## src/rtl/rr_arbiter.sv

```systemverilog
// Round-robin arbiter with held grants, presenting the owner as a
// registered binary index plus valid for a downstream one-hot decoder.
module rr_arbiter #(
    parameter int NUM_REQ = 8,
    parameter int IDX_W   = $clog2(NUM_REQ)
) (
    input  logic               clk,
    input  logic               rst,
    input  logic [NUM_REQ-1:0] req,
    input  logic               done,
    output logic [IDX_W-1:0]   grant_idx,
    output logic               grant_v
);

    typedef enum logic {
        IDLE,
        GRANT
    } state_t;

    state_t           state;
    state_t           state_nxt;
    logic [IDX_W-1:0] ptr;
    logic [IDX_W-1:0] ptr_nxt;
    logic [IDX_W-1:0] idx_nxt;
    logic [IDX_W-1:0] win;
    logic [IDX_W-1:0] idx_inc;
    logic             found;
    logic             release_c;

    // Scan ptr, ptr+1, ... modulo NUM_REQ; first set bit wins.
    always_comb begin
        int j;
        j     = 0;
        found = 1'b0;
        win   = '0;
        for (int k = 0; k < NUM_REQ; k++) begin
            j = int'(ptr) + k;
            if (j >= NUM_REQ) begin
                j = j - NUM_REQ;
            end
            if (!found && req[j]) begin
                found = 1'b1;
                win   = IDX_W'(j);
            end
        end
    end

    assign idx_inc = (grant_idx == IDX_W'(NUM_REQ - 1)) ? '0
                                                         : grant_idx + 1'b1;

    // A done pulse and an owner request drop together are one release.
    assign release_c = done | ~req[grant_idx];

    always_comb begin
        state_nxt = state;
        ptr_nxt   = ptr;
        idx_nxt   = grant_idx;
        unique case (state)
            IDLE: begin
                if (found) begin
                    state_nxt = GRANT;
                    idx_nxt   = win;
                end
            end
            GRANT: begin
                if (release_c) begin
                    state_nxt = IDLE;
                    ptr_nxt   = idx_inc;
                end
            end
        endcase
    end

    always_ff @(posedge clk or posedge rst) begin
        if (rst) begin
            state     <= IDLE;
            ptr       <= '0;
            grant_idx <= '0;
        end else begin
            state     <= state_nxt;
            ptr       <= ptr_nxt;
            grant_idx <= idx_nxt;
        end
    end

    assign grant_v = (state == GRANT);

endmodule

```

## config.mk

```make
export PLATFORM = sky130hd
export DESIGN_NAME = rr_arbiter
export DESIGN_NICKNAME = d
export VERILOG_FILES = /design/src/rtl/rr_arbiter.sv
export SDC_FILE = /design/constraint.sdc
export NUM_CORES = 1
export LEC_CHECK = 0
export ABC_CLOCK_PERIOD_IN_PS = 7100
export CORE_UTILIZATION = 62
export DETAILED_ROUTE_END_ITERATION = 16
export HOLD_SLACK_MARGIN = 0.1
export PLACE_DENSITY = 0.86
export SLEW_MARGIN = 10
export SYNTH_ARGS = -nofsm -noshare
export SYNTH_HDL_FRONTEND = slang
export SYNTH_SLANG_ARGS = --single-unit
```

## constraint.sdc

```tcl
create_clock -name clk -period 7.1 [get_ports clk]
set_clock_uncertainty 0.05 [all_clocks]
set_input_delay 0.71 -clock clk [delete_from_list [all_inputs] [get_ports clk]]
set_output_delay 0.71 -clock clk [all_outputs]
set_load 0.1 [all_outputs]
```

# Word level (Yosys, flattened, before mapping)
# Index checks and enable logic that the tools add are counted.
word_totals:
  ff_bits: 7
  latch_bits: 0
  mem_bits_rw: 0
  mem_bits_ro: 0
  input_bits: 11
  word_cells: 110
  memories: 0
op_classes:
  addsub: 16
  multipliers: 0
  n_div: 0
  order_cmp: 17
  n_eq_ne: 1
  shifts: 0
  mux: 54
  bitwise: 3
  reduce_logical: 16
ops:
  columns: ["cell", "n"]
  rows:
  - ["$lt 32x5->1 const B", 8]
  - ["$mux 32", 8]
  - ["$sub 4x4->5 const B", 7]
  - ["$ge 4x4->1 const B", 7]
  - ["$bmux 1 s3", 9]
  - ["$mux 1", 27]
  - ["$mux 3", 9]
  - ["$add 3x3->4 const B", 4]
  - ["$add 3x2->4 const B", 2]
  - ["$logic_and 1x1->1", 7]
  - ["$logic_not 1->1", 7]
  - ["$sub 3x4->5 const B", 1]
  - ["$add 3x1->4 const B", 1]
  - ["$ge 3x4->1 const B", 1]
  - ["$lt 3x4->1 const B", 1]
  - ["$reduce_and 2->1", 2]
  - ["$add 3x1->3 const B", 1]
  - ["$eq 3x3->1 const B", 1]
  - ["$not 1->1", 2]
  - ["$pmux 1 s2", 1]
  - ["$or 1x1->1", 1]

# Longest topological paths before layout
logic_depth:
  ltp_word: 29
  depth_mapped: 13
  depth_no_buf: 9

# Worst setup path before layout
# No wires, ideal clock.
synth_path:
  path_type: "reg-to-reg"
  startpoint: "register ptr[0]"
  endpoint: "register grant_idx[2]"
  t_arrival_ns: 2.988
  t_required_ns: 6.928
  slack_ns: 3.939
  stages_incl_launch_ff: 13
  path_cell_list: "dfrtp_1 buf_6 buf_2 inv_1 ha_1 buf_2 mux4_2 mux2i_1 or4b_1 o31ai_1 a22oi_1 a32o_1 a22o_1"
synth_via:
  elab_chain_len: 28
synth_rtl:
  columns: ["item", "line_no", "source"]
  rows:
  - ["start, declared", "22", "logic [IDX_W-1:0] ptr;"]
  - ["start signal, assigned", "81", "ptr <= ptr_nxt;"]
  - ["parallel branches: the longest is 28 deep, another holds $sub 4x4->5", null, null]
  - ["end signal, assigned", "82", "grant_idx <= idx_nxt;"]
  - ["end, declared", "11", "output logic [IDX_W-1:0] grant_idx,"]
# Parallel ways; which one is timed is not known. The select of a mux whose other input is x is not followed.
# A chain may end at the register's enable or synchronous reset.

# Worst setup path after layout
layout_path:
  startpoint: "register ptr[1]"
  endpoint: "register grant_idx[1]"
# Same word-level chain as after synthesis.

==> summary.md <==
| Metric | Value |
|---|---|
| Outcome | `finished, final reports clean` |
| CTS-repair resized insts | `0` |
| Routability-driven placement congestion ratio | `1.03` |
| Hold Path Class | `flip-flop to flip-flop` |
| Ports | `15` |
| Count leader, synth | `nand2_1` |
| Vias | `1422` |
| I/O Buffers | `14` |
| H-tree Lvls | `1` |
| DR WL/cell | `21.2 um` |
| Clock buffer count from CTS | `3` |
| Share of cells above drive strength 1 | `0.220` |
| Dpl cells | `183` |
| CTS tree | `built` |
| Final hold violations | `0` |
| Area Overhead vs Synth | `10.8%` |
| Clock transition at path regs | `60 ps` |
| DRT iter0 DRCs | `107` |
| Final setup fails | `0` |
| Cell Area, Placed | `1560 um^2` |
| Max Cap Viol | `0` |
| Die area | `2510 um^2` |
| Antenna violations before repair | `0` |
| Metal2 WL | `1890 um` |
| Netlist area before placement | `1430 um^2` |
| Post-synth EDFFs | `0` |
| #FFs+latches synth | `7` |
| Max Used Layer | `met4` |
| Metal-1 WL | `1500 um` |
| Syn Area/Cell | `9.55 um^2` |
| Top post-synthesis cells by area | `mux4_2 (19%), dfrtp_1 (12%), mux2i_1 (8.4%)` |
| CTS Buffer Depth | `2` |
| First-pass GRT wire length | `6460 um` |
| Met3 WL | `439 um` |
| Gr ovfl total | `0` |
| Max Fclk | `0.252 GHz` |
| Final #Nets | `175` |
| Clk root buf | `clkbuf_4` |
| DIE WIDTH | `50.1 um` |
| Sink Count | `7` |
| Post-synthesis sequential area ratio | `0.122` |
| # hold bufs at CTS | `0` |
| Fin cells | `187` |
| Post-DRT Antenna Nets | `0` |
| Post-synth net total | `165` |
| Final wirelength | `3960 um` |
| Distinct cell type count after synthesis | `52` |
| Fin. max-slew vios | `0` |
| Number of global-route vias before repair | `1340` |
| Initial core utilization | `0.654` |
| # DRC | `0` |
| Vias/cell | `7.60` |
| Startpoint type of the worst setup path | `flip-flop` |
| Tmin final | `3960 ps` |
| Hpwl dp | `3060 um` |
| Final instance area | `1590 um^2` |
| Share of flip-flops with an asynchronous set or reset | `1.00` |
| Arrival time worst endpoint | `4120 ps` |
| Antenna Cells | `0` |
| Top-area cell type share of the netlist area | `0.189` |
| Final period util | `0.558` |
| Tightest Pin Transition | `972 ps` |
| RSZ-0062 raised after global routing | `false` |
| Top cells by count, synth | `nand2_1 (15), mux2i_1 (12), mux4_2 (12)` |
| Setup tns final | `0 ps` |
| WP data required | `7260 ps` |
| Chip height | `50.1 um` |
| Crit Path Class | `flip-flop to flip-flop` |
| Crit path max fanout | `17` |
| Latest clock arrival within the worst-skew pair | `260 ps` |
| Syn Inst Count | `150` |
| Critical Path Sink Type | `flip-flop` |
| Top cell type by total area after synthesis | `mux4_2` |
| Core area | `2190 um^2` |
| GRT Overall Usage | `0.349` |
| Fill cell count | `147` |
| Cell Rows | `17` |
| Largest net degree at the start of global routing | `30` |
| Slew headroom | `0.350` |
| Drt pass-1 iters | `4` |
| Primary FF master, synth | `dfrtp_1` |
| Post-CTS Setup Repair Bufs | `0` |
| Yosys Warn Count | `0` |
flip-flops by register name (all words and copies together), names as in the netlist:
signal	flops
grant_v	1
ptr	3
grant_idx	3
through the flow:
step / setup slack [ps] / hold WS [ps] / util
after CTS: 3230 / 564 / 0.725
after detailed placement: 3230 / 551 / 0.713
after global placement: 3360 / 559 / 0.713
after global routing: 2950 / 625 / 0.725
after floorplan: 3940 / 463 / -
final: 3140 / 573 / 0.725
final cells by class:
type	instances	area (um^2)	share of cell area
Clock buffer	4	26.3	0.0165
Inverter	5	18.8	0.0118
Multi-Input combinational cell	128	1180	0.746
Sequential cell	7	175	0.110
Tap cell	28	35.0	0.0221
Timing Repair Buffer	15	148	0.0930
cell usage in the layout (no fill, tap or decap), drive strengths merged, types with 2 or more instances in the layout:
cell type,synthesis,layout
nand4,2,2
a21oi,3,3
o22a,2,2
nand2b,4,4
mux2i,13,13
nand3,6,6
o21ai,7,7
clkbuf,4,4
a32oi,4,4
nor3,5,5
or4,2,2
inv,4,4
or2,2,2
mux4,13,13
o31ai,2,2
nor2,7,7
a22oi,2,2
a21o,3,3
mux2,10,10
clkdlybuf4s50,0,14
a31oi,2,2
nand2,15,15
dfrtp,7,7
ha,4,4
critical path: stages, from the launching register on:
cell,delay [ps]
dfrtp_1,560
clkinv_1,330
ha_1,840
mux4_2,580
mux2i_1,390
a32oi_2,190
a211oi_1,500
nand3_1,150
a31oi_1,220
a21o_1,100
metal layers:
layer | track usage | vias to the layer above
met5 | 0 | -
met4 | 0.138 | 0
met3 | 0.0679 | 16
met2 | 0.562 | 121
met1 | 0.454 | 661
li1 | - | 624
final timing paths:
kind	start	endpoint	slack, ps	cells after the start
setup / recovery	ptr[1]$_DFFE_PP0P_	grant_idx[1]$_DFFE_PP0P_	3140	9
hold / removal	grant_idx[2]$_DFFE_PP0P_	grant_idx[2]$_DFFE_PP0P_	570	1
setup reg to reg	ptr[1]$_DFFE_PP0P_	grant_idx[1]$_DFFE_PP0P_	3140	9
hold reg to reg	grant_idx[2]$_DFFE_PP0P_	grant_idx[2]$_DFFE_PP0P_	570	1
max in group asynchronous	rst	ptr[1]$_DFFE_PP0P_	6130	2
min in group asynchronous	rst	grant_v$_DFF_PP0_	630	2
logic make-up after synthesis:
logic type | share of synthesized area
compound gates | 0.225
xor+xnor | 0.0122
fa+ha+maj | 0.0349
buf+inv | 0.0506
flops | 0.122
mux | 0.385
simple gates | 0.169
Power is left out: the tool's default activity adds up to more than one toggle a clock period on the data nets, which glitch-free logic cannot reach.
